`src/rtl/spi_target_emu.sv`:
```
// spi_target_emu: chip-side SPI target emulator for FPGA-in-loop bring-up.
// Decodes config/waveform frames and shifts a status response out on miso.
module spi_target_emu #(
   parameter int DIV = 4
) (
   input  logic        clk,
   input  logic        rst,
   output logic        spi_clk_out,
   input  logic        cs_b,
   input  logic        mosi,
   input  logic        spi_sel,
   output logic        miso,
   output logic        cfg_wr,
   output logic [3:0]  cfg_addr,
   output logic [31:0] cfg_data,
   output logic        wav_valid,
   output logic [31:0] wav_data,
   output logic        frame_err,
   output logic [15:0] frame_count
);
   localparam int CW = (DIV > 1) ? $clog2(DIV) : 1;
   localparam logic [CW-1:0] DIV_MAX = CW'(DIV - 1);
   localparam logic [CW-1:0] DIV_ONE = CW'(1);

   typedef enum logic [1:0] {IDLE, LOAD, SHIFT, DONE} state_t;

   state_t        state_q, state_d;
   logic [CW-1:0] div_q, div_d;
   logic          sclk_q, sclk_d;
   logic [1:0]    cs_sync_q, cs_sync_d;
   logic [1:0]    mosi_sync_q, mosi_sync_d;
   logic [1:0]    sel_sync_q, sel_sync_d;
   logic          type_q, type_d;
   logic [63:0]   tx_q, tx_d;
   logic [63:0]   rx_q, rx_d;
   logic [6:0]    bits_q, bits_d;
   logic          miso_q, miso_d;
   logic          cfg_wr_q, cfg_wr_d;
   logic [3:0]    cfg_addr_q, cfg_addr_d;
   logic [31:0]   cfg_data_q, cfg_data_d;
   logic          wav_valid_q, wav_valid_d;
   logic [31:0]   wav_data_q, wav_data_d;
   logic          frame_err_q, frame_err_d;
   logic [15:0]   frame_count_q, frame_count_d;
   logic [3:0]    rd_addr_q, rd_addr_d;
   logic [31:0]   regs_q [16];
   logic [31:0]   regs_d [16];

   logic cs_s, mosi_s, sel_s, rise, fall;
   logic unused_bits;

   assign cs_s   = cs_sync_q[1];
   assign mosi_s = mosi_sync_q[1];
   assign sel_s  = sel_sync_q[1];
   assign rise   = (div_q == DIV_MAX) && !sclk_q;
   assign fall   = (div_q == DIV_MAX) && sclk_q;
   assign unused_bits = ^{rx_q[62:60], rx_q[55:32], tx_q[63]};

   always_comb begin
      state_d       = state_q;
      div_d         = div_q + DIV_ONE;
      sclk_d        = sclk_q;
      cs_sync_d     = {cs_sync_q[0], cs_b};
      mosi_sync_d   = {mosi_sync_q[0], mosi};
      sel_sync_d    = {sel_sync_q[0], spi_sel};
      type_d        = type_q;
      tx_d          = tx_q;
      rx_d          = rx_q;
      bits_d        = bits_q;
      miso_d        = miso_q;
      cfg_wr_d      = 1'b0;
      cfg_addr_d    = cfg_addr_q;
      cfg_data_d    = cfg_data_q;
      wav_valid_d   = 1'b0;
      wav_data_d    = wav_data_q;
      frame_err_d   = 1'b0;
      frame_count_d = frame_count_q;
      rd_addr_d     = rd_addr_q;
      regs_d        = regs_q;

      if (div_q == DIV_MAX) begin
         div_d  = '0;
         sclk_d = !sclk_q;
      end

      unique case (state_q)
         IDLE: begin
            if (!cs_s) state_d = LOAD;
         end
         LOAD: begin
            type_d  = sel_s;
            tx_d    = {8'hA5, 4'h0, rd_addr_q, frame_count_q,
                       regs_q[rd_addr_q]};
            bits_d  = '0;
            miso_d  = tx_d[63];
            state_d = SHIFT;
         end
         SHIFT: begin
            if (cs_s) begin
               state_d = DONE;
               // Commit decisions land in the DONE cycle via the registers
               if (!type_q && bits_q == 7'd64) begin
                  frame_count_d = frame_count_q + 16'd1;
                  if (rx_q[63]) begin
                     regs_d[rx_q[59:56]] = rx_q[31:0];
                     cfg_addr_d = rx_q[59:56];
                     cfg_data_d = rx_q[31:0];
                     cfg_wr_d   = 1'b1;
                  end else begin
                     rd_addr_d = rx_q[59:56];
                  end
               end else if (type_q && bits_q == 7'd32) begin
                  frame_count_d = frame_count_q + 16'd1;
                  wav_data_d    = rx_q[31:0];
                  wav_valid_d   = 1'b1;
               end else begin
                  frame_err_d = 1'b1;
               end
            end else begin
               if (rise) begin
                  rx_d = {rx_q[62:0], mosi_s};
                  if (bits_q != 7'd127) bits_d = bits_q + 7'd1;
               end
               if (fall) begin
                  tx_d   = {tx_q[62:0], 1'b0};
                  miso_d = tx_q[62];
               end
            end
         end
         DONE: begin
            state_d = IDLE;
         end
         default: state_d = IDLE;
      endcase
   end

   always_ff @(posedge clk or posedge rst) begin
      if (rst) begin
         state_q       <= IDLE;
         div_q         <= '0;
         sclk_q        <= 1'b0;
         cs_sync_q     <= 2'b11;
         mosi_sync_q   <= 2'b00;
         sel_sync_q    <= 2'b00;
         type_q        <= 1'b0;
         tx_q          <= '0;
         rx_q          <= '0;
         bits_q        <= '0;
         miso_q        <= 1'b0;
         cfg_wr_q      <= 1'b0;
         cfg_addr_q    <= '0;
         cfg_data_q    <= '0;
         wav_valid_q   <= 1'b0;
         wav_data_q    <= '0;
         frame_err_q   <= 1'b0;
         frame_count_q <= '0;
         rd_addr_q     <= '0;
         for (int i = 0; i < 16; i++) regs_q[i] <= '0;
      end else begin
         state_q       <= state_d;
         div_q         <= div_d;
         sclk_q        <= sclk_d;
         cs_sync_q     <= cs_sync_d;
         mosi_sync_q   <= mosi_sync_d;
         sel_sync_q    <= sel_sync_d;
         type_q        <= type_d;
         tx_q          <= tx_d;
         rx_q          <= rx_d;
         bits_q        <= bits_d;
         miso_q        <= miso_d;
         cfg_wr_q      <= cfg_wr_d;
         cfg_addr_q    <= cfg_addr_d;
         cfg_data_q    <= cfg_data_d;
         wav_valid_q   <= wav_valid_d;
         wav_data_q    <= wav_data_d;
         frame_err_q   <= frame_err_d;
         frame_count_q <= frame_count_d;
         rd_addr_q     <= rd_addr_d;
         for (int i = 0; i < 16; i++) regs_q[i] <= regs_d[i];
      end
   end

   assign spi_clk_out = sclk_q;
   assign miso        = miso_q;
   assign cfg_wr      = cfg_wr_q;
   assign cfg_addr    = cfg_addr_q;
   assign cfg_data    = cfg_data_q;
   assign wav_valid   = wav_valid_q;
   assign wav_data    = wav_data_q;
   assign frame_err   = frame_err_q;
   assign frame_count = frame_count_q;

endmodule

```
`config.mk`:
```
export PLATFORM = sky130hd
export DESIGN_NAME = spi_target_emu
export DESIGN_NICKNAME = d
export VERILOG_FILES = /design/src/rtl/spi_target_emu.sv
export SDC_FILE = /design/constraint.sdc
export NUM_CORES = 1
export LEC_CHECK = 0
export ABC_CLOCK_PERIOD_IN_PS = 24900
export BUFFER_PORTS_ARGS = -buffer_cell sky130_fd_sc_hd__buf_4
export CAP_MARGIN = 10
export CORE_MARGIN = 3
export CORE_UTILIZATION = 62
export CTS_CLUSTER_DIAMETER = 200
export DETAILED_ROUTE_END_ITERATION = 10
export PLACE_DENSITY_LB_ADDON = 0.12
export SYNTH_ARGS = -nofsm -noshare
export SYNTH_HDL_FRONTEND = slang
export SYNTH_SLANG_ARGS = --single-unit
```
`constraint.sdc`:
```
create_clock -name clk -period 24.9 [get_ports clk]
set_input_delay 0 -clock clk [delete_from_list [all_inputs] [get_ports clk]]
set_output_delay 0 -clock clk [all_outputs]
set_load 0.01 [all_outputs]
```
## Word level (Yosys, flattened, before mapping)

Index checks and enable logic that the tools add are counted.

| word-level totals | value |
|---|---|
| register bits | 750 |
| word-level logic and storage cells | 111 |

| cells by class | value |
|---|---|
| add/sub/neg operators | 3 |
| order comparisons | 3 |
| equal/unequal tests | 13 |
| multiplexer cells | 34 |
| bitwise gates (word level) | 5 |
| reduce and logical (&&, ||, !) cells | 18 |

Operators with widths:

| operator | count |
|---|---|
| 512-bit bitwise mux | 1 |
| 32-bit binary-select mux with 4-bit select | 1 |
| 32-bit demux with 4-bit select | 1 |
| 63-bit two-way mux | 2 |
| 63-bit case mux with 2 select lines | 1 |
| 32-bit two-way mux | 3 |
| 16-bit two-way mux | 2 |
| 7-bit two-way mux | 3 |
| 16-bit by 1-bit adder with 16-bit output (second input constant) | 1 |
| 4-bit AND reduction | 4 |
| 1-bit two-way mux | 14 |
| 7-bit case mux with 2 select lines | 1 |
| 2-bit inequality test (second input constant) | 6 |
| 5-bit >= comparator (second input constant) | 2 |
| 4-bit inverter with 5-bit output | 2 |
| 3-bit AND reduction | 3 |
| 2-bit case mux with 4 select lines | 1 |
| 7-bit by 1-bit adder with 7-bit output (second input constant) | 1 |
| 7-bit by 6-bit == test with 1-bit output (second input constant) | 1 |
| 7-bit == test (second input constant) | 1 |
| 7-bit inequality test (second input constant) | 1 |
| 2-bit == test (second input constant) | 3 |
| 2-bit two-way mux | 3 |
| 1-bit logical AND | 5 |
| other kinds (9) | 13 |

## Logic depth before layout (Yosys ltp)

Gate-level depths: netlist of run 1.

| logic depth | value |
|---|---|
| depth after elaboration | 6 |
| mapped depth | 9 |

## Least setup slack after synthesis of run 1

Ideal clock, no wire load.

| timing path | value |
|---|---|
| path type | register to register |
| start point | reg cs_sync_q[1] |
| end point | reg regs_q[353] in the netlist's numbering |
| library setup time | 0.128 ns |
| arrival | 2.207 ns |
| data required time | 24.772 ns |
| setup slack | 22.566 ns |
| stages on the path, launching flop included | 8 |
| period minus slack after synthesis | 2.334 ns |
| path through | dfstp_2 > clkbuf_1 > and2_1 > nand4_2 > or4_1 > buf_2 > buf_6 > mux2_1 |

| between the ends | value |
|---|---|
| cells in the longest elaborated chain, start to end | 1 |

Ends and longest elaborated chain:

| element | line | source |
|---|---|---|
| start, declared | 30 | `logic [1:0] cs_sync_q, cs_sync_d;` |
| start signal, assigned | 163 | `cs_sync_q <= cs_sync_d;` |
| 4-bit AND reduction (no line) | -- |  |
| end, declared | 46 | `logic [31:0] regs_q [16];` |

Every way passes these cells.
A chain may end at the register's enable or synchronous reset.

## Worst setup path after layout of run 1

| timing path | value |
|---|---|
| start point | reg rd_addr_q[0] |
| end point | reg tx_q[13] |

| between the ends | value |
|---|---|
| cells in the longest elaborated chain, start to end | 5 |

Ends and longest elaborated chain:

| element | line | source |
|---|---|---|
| start, declared | 45 | `logic [3:0] rd_addr_q, rd_addr_d;` |
| start signal, assigned | 178 | `rd_addr_q <= rd_addr_d;` |
| 4-bit inverter with 5-bit output (not written as such) | 93 | `regs_q[rd_addr_q]};` |
| 32-bit binary-select mux with 4-bit select | 93 |  |
| 32-bit two-way mux (not written as such) (2 in a row) | 93 |  |
| 63-bit case mux with 2 select lines | 86 | `unique case (state_q)` |
| end signal, assigned | 167 | `tx_q <= tx_d;` |
| end, declared | 34 | `logic [63:0] tx_q, tx_d;` |

Every way passes these cells. The select of a mux whose other input is x is not followed.

==> results of run 1 <==
[metrics by stage]
stage	utilization	total power [mW]	worst slack, ps
2_1_floorplan	-	1.44	3860
3_3_place_gp	0.656	1.50	21160
3_5_place_dp	0.656	1.51	21010
4_1_cts	0.704	2.64	21060
5_1_grt	0.704	2.71	20620
6_report	0.704	2.62	21060
[cell usage after synthesis, types with 2 or more instances]
cell / n
a211oi_1: 2
a21oi_1: 65
a22oi_1: 124
a41oi_1: 2
and2_1: 5
and3_1: 3
buf_1: 15
buf_2: 65
buf_6: 3
clkbuf_1: 140
dfrtp_1: 748
dfstp_2: 2
ha_1: 8
inv_1: 8
mux2_1: 15
mux2_2: 543
mux2_4: 27
mux2i_1: 272
mux4_2: 5
nand2_1: 271
nand2b_1: 2
nand3_1: 17
nand3b_1: 2
nand4_1: 13
nor2_1: 55
nor2b_1: 3
nor3_1: 7
nor3_2: 2
o21ai_0: 25
o41ai_1: 31
or2_2: 2
or3_1: 3
xnor2_1: 14
xor2_1: 2
[kinds of logic after synthesis]
group                    share of synthesized area
AO/OA/AOI/OAI                               0.0524
XOR/XNOR                                   0.00425
adder cells (fa/ha/maj)                    0.00304
buffers and inverters                       0.0296
flip-flops                                   0.570
multiplexers                                 0.289
AND/OR/NAND/NOR                             0.0521
[layout make-up]
type                    count  area share
flip-flops and latches    750       0.514
multi-input cells        1537       0.366
clock buffers             122      0.0645
repair buffers            137      0.0284
well taps                 680      0.0233
clock inverters            14     0.00318
inverters                   9     0.00113
[power by group through the flow]
stage / registers (mW) / clock network (mW) / logic, mW
after floorplan: 1.29 / 0 / 0.149
after global placement: 1.30 / 0 / 0.199
after detailed placement: 1.31 / 0 / 0.207
after CTS: 1.28 / 1.15 / 0.208
after global routing: 1.29 / 1.19 / 0.231
final: 1.29 / 1.13 / 0.205
[layer usage]
metal,track usage,up-vias,wire (um)
li1,-,8917,-
met1,0.394,10800,34500
met2,0.450,458,37000
met3,0.0425,141,3370
met4,0.0814,0,2150
met5,0,-,0
[sequential cells by signal, indices dropped and copies added (netlist names)]
| name | cells |
|---|---|
| bits_q | 7 |
| cfg_addr | 4 |
| cfg_data | 32 |
| cfg_wr | 1 |
| cs_sync_q | 2 |
| div_q | 2 |
| frame_count | 16 |
| frame_err | 1 |
| miso | 1 |
| mosi_sync_q | 2 |
| rd_addr_q | 4 |
| regs_q | 512 |
| rx_q | 64 |
| sel_sync_q | 2 |
| spi_clk_out | 1 |
| state_q | 2 |
| tx_q | 63 |
| type_q | 1 |
| wav_data | 32 |
| wav_valid | 1 |
[worst max-delay path: cells and delay by family, from the launching register on]
family / cells / cell delay [ps]
buffers and inverters: 2 / 1570
AOI/OAI and AO/OA: 3 / 770
muxes: 1 / 160
DFF: 1 / 1120
[repair_timing]
| action | 4_1_cts | 5_1_grt |
|---|---|---|
| setup buffers | 0 | 0 |
| gates resized for setup | 0 | 0 |
| hold buffers | 4 | 0 |
| endpoints found under the hold margin | 132 | 0 |
[worst paths after layout]
check,start,end,depth (start not counted)
worst max-delay path,rd_addr_q[0],tx_q[13],6
worst min-delay path,spi_sel,sel_sync_q[0],2
worst max register to register,rd_addr_q[0],tx_q[13],6
worst min register to register,sel_sync_q[0],sel_sync_q[1],0
max in group asynchronous,rst,regs_q[57],6
min in group asynchronous,rst,cfg_data[2],3
==> flow_metrics.tcl, run 1 <==
set metrics [dict create \
    fmax_mhz 260 \
    p_switching_mw 0.645 \
    vias 20300 \
    final_cells 3249 \
    maxSlewViolCount 0 \
    rows 83 \
    intPower_mw 1.97 \
    route.detailed.drc 0 \
    syn-instance-count 2519 \
    place_area_um2 34000 \
    areaGrowthSynthToFinish_pct 10.9 \
    initial_utilization 0.635 \
    cp_max_fo 62 \
    final-seq-area_um2 18800 \
    peakVddDrop_uv 61.6 \
    maxCapViolations 0 \
    syn_nets 2532 \
    vias_per_cell 6.24 \
    holdWs_ps 43.5 \
    fin_skew_ps 11.5 \
    placed_cells 3109 \
    status "complete, no violations" \
    fin_setup_tns_ps 0 \
    max_stage_delay_ps 1120 \
    fillers 3565 \
    postRouteAntennaNets 0 \
    cts_root_buffer "clkbuf_16" \
    cts_max_path_buffers 3 \
    drt-total-wl_um 77000 \
    reg2reg_slack_ps 21060 \
    dp_hpwl_um 41100 \
    dieWidth_um 237 \
    swShare 0.247 \
    die_h_um 237 \
    top_level_ports 94 \
    yosysWarnings 0 \
    cp_common_cell "buf_4" \
    portBuffers 93 \
    cts.sink_count 750 \
    grt_usage 0.278 \
    synthArstFlopShare 1.00 \
    seq_area_frac_synth 0.570 \
    period_needed_ps 3840 \
    seqPwrFrac 0.491 \
    first_global_vias 21200 \
    grt_setup_unrepaired "false" \
    clkPwrFrac 0.430 \
    final_area_um2 36600 \
    maxSlewHeadroom 0.115 \
    cp_slowest_cell "dfrtp_4" \
    multi_input_area_um2 13400 \
    end_kind "register" \
    nNetsFinal 2526 \
    synth_seq_cells 750 \
    hold_class "primary input to register" \
    pwr-share-comb 0.079 \
    grt_first_pass_wirelength_um 122000 \
    final_common_cell "dfrtp_1" \
    grt-ovfl-total 0 \
    htreeDepth 3 \
    setup_viol 0 \
    dr.first_iter.drc_count 1536 \
    mostFrequentLayoutCells "747 x dfrtp_1, 543 x mux2_2, 272 x mux2i_1, 271 x nand2_1, 133 x buf_4" \
    start_kind "register" \
    path_cells "buf_4 > buf_4 > mux2i_1 > a22oi_1 > a21oi_1 > o41ai_1" \
    worstPathArrival_ps 4340 \
    clk_pin_slew_worst_paths_ps 60 \
    cts_made_buffers 78 \
    syn_area_um2 33000 \
    crit_type "register to register" \
    leakage_nw 17.6 \
    worstSkewPairLatency_ps 610 \
    synth_area_leader_cell "dfrtp_1" \
    cts_tree "yes" \
    synth_ff_type "dfrtp_1" \
    grt_max_degree 134 \
    synth.area.top_cells "dfrtp_1 57%, mux2_2 19%, mux2i_1 8.3%" \
    finalCritPeriodShare 0.154 \
    power.density_nw_per_um2 71.6 \
    critPathRequiredTime_ps 25390 \
    finalHoldViolCount 0 \
    avgSynthCellArea_um2 13.1 \
    fp.coreArea_um2 51900 \
    antenna_found_initial 0 \
    drive_above_1_share 0.334 \
    synth_cell_types 52 \
    finalWeightedCongestion 0.755 \
    synth-edff-count 0 \
    drt-pass1-iter-count 5 \
    worst_pin_slew_ps 1320 \
    antennaDiodeCount 0 \
    die-area_um2 56000 \
    wire_per_inst_um 23.7 \
    synth.top_cell.area_share 0.568 \
]
No activity file was read; power rests on OpenSTA's default activity.
==> inputs of run 2 (changes only) <==
--- a/config.mk
+++ b/config.mk
@@ -5,11 +5,12 @@
 export SDC_FILE = /design/constraint.sdc
 export NUM_CORES = 1
 export LEC_CHECK = 0
-export ABC_CLOCK_PERIOD_IN_PS = 24900
+export ABC_AREA = 1
+export ABC_CLOCK_PERIOD_IN_PS = 3600
 export BUFFER_PORTS_ARGS = -buffer_cell sky130_fd_sc_hd__buf_4
 export CAP_MARGIN = 10
 export CORE_MARGIN = 3
-export CORE_UTILIZATION = 62
+export CORE_UTILIZATION = 63
 export CTS_CLUSTER_DIAMETER = 200
 export DETAILED_ROUTE_END_ITERATION = 10
 export PLACE_DENSITY_LB_ADDON = 0.12
==> constraint.sdc (replaced) <==
create_clock -name clk -period 3.6 [get_ports clk]
set_input_delay 0 -clock clk [delete_from_list [all_inputs] [get_ports clk]]
set_output_delay 0 -clock clk [all_outputs]
set_load 0.01 [all_outputs]
==> run 2 against run 1 <==
First-iteration DRC count grew 100%; largest cell class unchanged; largest power group unchanged; synthesized area is 5.9% higher; synthesized cell count increased by 80%; highest routed layer unchanged.
==> flow_metrics.tcl, run 2 <==
set metrics [dict create \
    status "complete, no violations" \
    synth_area_leader_cell "dfrtp_1" \
    synth_xor_area_frac 0.00376 \
    dieWidth_um 241 \
    route.detailed.drc 0 \
    rows 85 \
    synth_top_cells_by_count "1,757 x nand2_1, 748 x dfrtp_1, 518 x o21ai_0" \
    drt-pass1-iter-count 6 \
    start_kind "register" \
    drt-total-wl_um 90600 \
    areaGrowthSynthToFinish_pct 10.7 \
    wire_per_inst_um 17.2 \
    synthArstFlopShare 1.00 \
    antenna_found_initial 0 \
    r2r-end "regs_q[449]" \
    htreeDepth 3 \
    drive_above_1_share 0.0712 \
    portBuffers 93 \
    synth_top_family_by_area "simple AND/OR/NAND/NOR gates" \
    worst_pin_slew_ps 1020 \
    post_cts_buffers 0 \
    die-area_um2 58300 \
    synth_fa_ha_area_frac 0.00287 \
    muxShareOfSynthArea 0 \
    fin_skew_ps 23.4 \
    initial_utilization 0.642 \
    synth.top_cell.area_share 0.536 \
    synth_cell_types 31 \
    vias 29400 \
    maxSlewViolCount 0 \
    synth-edff-count 0 \
    grt-ovfl-total 0 \
    hold_buffers 6 \
    synth_ff_type "dfrtp_1" \
    fin_setup_tns_ps 0 \
    syn_nets 4539 \
    grt_first_pass_wirelength_um 147000 \
    final_cells 5262 \
    grt_usage 0.318 \
    synth.area.top_cells "dfrtp_1 54%, nand2_1 19%, o21ai_0 7.4%" \
    fp.coreArea_um2 54300 \
    nNetsFinal 4475 \
    top_level_ports 94 \
    period_needed_ps 2610 \
    grt_max_degree 156 \
    end_kind "register" \
    reg2reg_from "bits_q[0]" \
    syn-instance-count 4526 \
    synth.most_common_cell "nand2_1" \
    maxCapViolations 0 \
    postRouteAntennaNets 0 \
    reg2reg_slack_ps 990 \
    cts_resized 0 \
    worstPathArrival_ps 3110 \
    reg_top3 "regs_q: 512 flops, rx_q: 64 flops, tx_q: 63 flops" \
    antennaDiodeCount 0 \
    fmax_mhz 383 \
    power.density_nw_per_um2 497 \
    cts_max_path_buffers 3 \
    syn_area_um2 34900 \
    maxSlewHeadroom 0.318 \
    dr.first_iter.drc_count 3094 \
    setup_viol 0 \
    largest-register "regs_q" \
    leakage_nw 18.9 \
    hold_class "primary input to async pin" \
    final_common_cell "nand2_1" \
    synth_seq_cells 750 \
    fillers 4403 \
    vias_per_cell 5.59 \
    holdWs_ps 21.5 \
    reg2regPathDepth 12 \
    critPathRequiredTime_ps 4100 \
    grt_setup_unrepaired "false" \
    cts_root_buffer "clkbuf_16" \
    finalHoldViolCount 0 \
    peakVddDrop_uv 432 \
    worstSkewPairLatency_ps 630 \
    largest_reg_flops 512 \
    cts_made_buffers 78 \
    first_global_vias 27500 \
    cp_max_fo 19 \
    yosys.area_share.simple 0.283 \
    mostFrequentLayoutCells "1,757 x nand2_1, 745 x dfrtp_1, 518 x o21ai_0, 495 x nand3_1, 462 x inv_1" \
    synth-compound-area-share 0.0835 \
    cts_tree "yes" \
    cts.sink_count 750 \
    placed_cells 5115 \
    crit_type "register to register" \
    avgSynthCellArea_um2 7.71 \
    finalCritPeriodShare 0.726 \
    seq_area_frac_synth 0.538 \
    yosysWarnings 0 \
    dp_hpwl_um 53000 \
    clk_pin_slew_worst_paths_ps 60 \
    die_h_um 241 \
    finalWeightedCongestion 0.819 \
]
[run 2: cell types whose count changed after synthesis, sizes merged, moves of 272 or more]
cell   change
inv      +461
mux2     -585
mux2i    -272
nand2   +1488
nand3    +479
o21ai    +520
[run 2: worst max path at each step]
stage                     startpoint           to  slack, ps
after CTS                  bits_q[0]  regs_q[449]       1020
after detailed placement   bits_q[0]  regs_q[457]       1030
after global routing       bits_q[0]  regs_q[406]        820
final                      bits_q[0]  regs_q[449]        990
after global placement     bits_q[0]  regs_q[448]       1090
after floorplan                  rst    bits_q[0]      -6680
[run 2: worst max-delay path, stage by stage, from the launching register on]
cell and delay [ps]:
dfrtp_1 410, inv_1 120, ha_1 170, nand2_2 70, nor2_4 130, inv_2 60, nor2_4 110, nand2_2 100
nor2_8 240, nand2_1 480, buf_4 430, nand2_1 110, nand2_1 50
[run 2: per-stage QoR]
stage	total power [mW]	area (um^2)	util	setup slack [ps]
finish	19.2	38600	0.711	988
global route	19.9	38600	0.711	820
CTS	19.3	38600	0.711	1020
detailed placement	11.1	35900	0.661	1030
global placement	11.0	35900	0.661	1090
floorplan	10.5	34900	-	-6680
[run 2: cell families (layout without fill, tap and decap cells)]
kind of cell	after synthesis	after routing
fa+ha+maj	8	8
compound gates	576	576
buf+inv	775	772
flops	750	750
simple gates	2402	2402
xor+xnor	15	15
[run 2: final cells by class]
cell class                 instances  area [um^2]  area share
clock inverter                    22          223     0.00576
timing repair buffer             160         1440      0.0373
inverter                         471         1780      0.0461
tap                              739          925      0.0239
clock buffer                     119         2450      0.0634
sequential                       750        18800       0.486
multi-input combinational       3001        13000       0.338
[run 2: metal layers]
| layer | routed length, um | track usage | vias up |
|---|---|---|---|
| met5 | 0 | 0 | - |
| met4 | 1760 | 0.0844 | 0 |
| met2 | 40000 | 0.478 | 1107 |
| met1 | 41200 | 0.478 | 14200 |
| li1 | - | - | 14000 |
| met3 | 7600 | 0.0635 | 139 |
[run 2: power breakdown]
group          internal [mW]  switching [mW]  leakage (nW)  total (mW)
sequential              8.83           0.230          10.4        9.06
combinational          0.543            1.33          7.23        1.87
clock                   4.91            3.34          1.34        8.25
total                   14.3            4.90          18.9        19.2
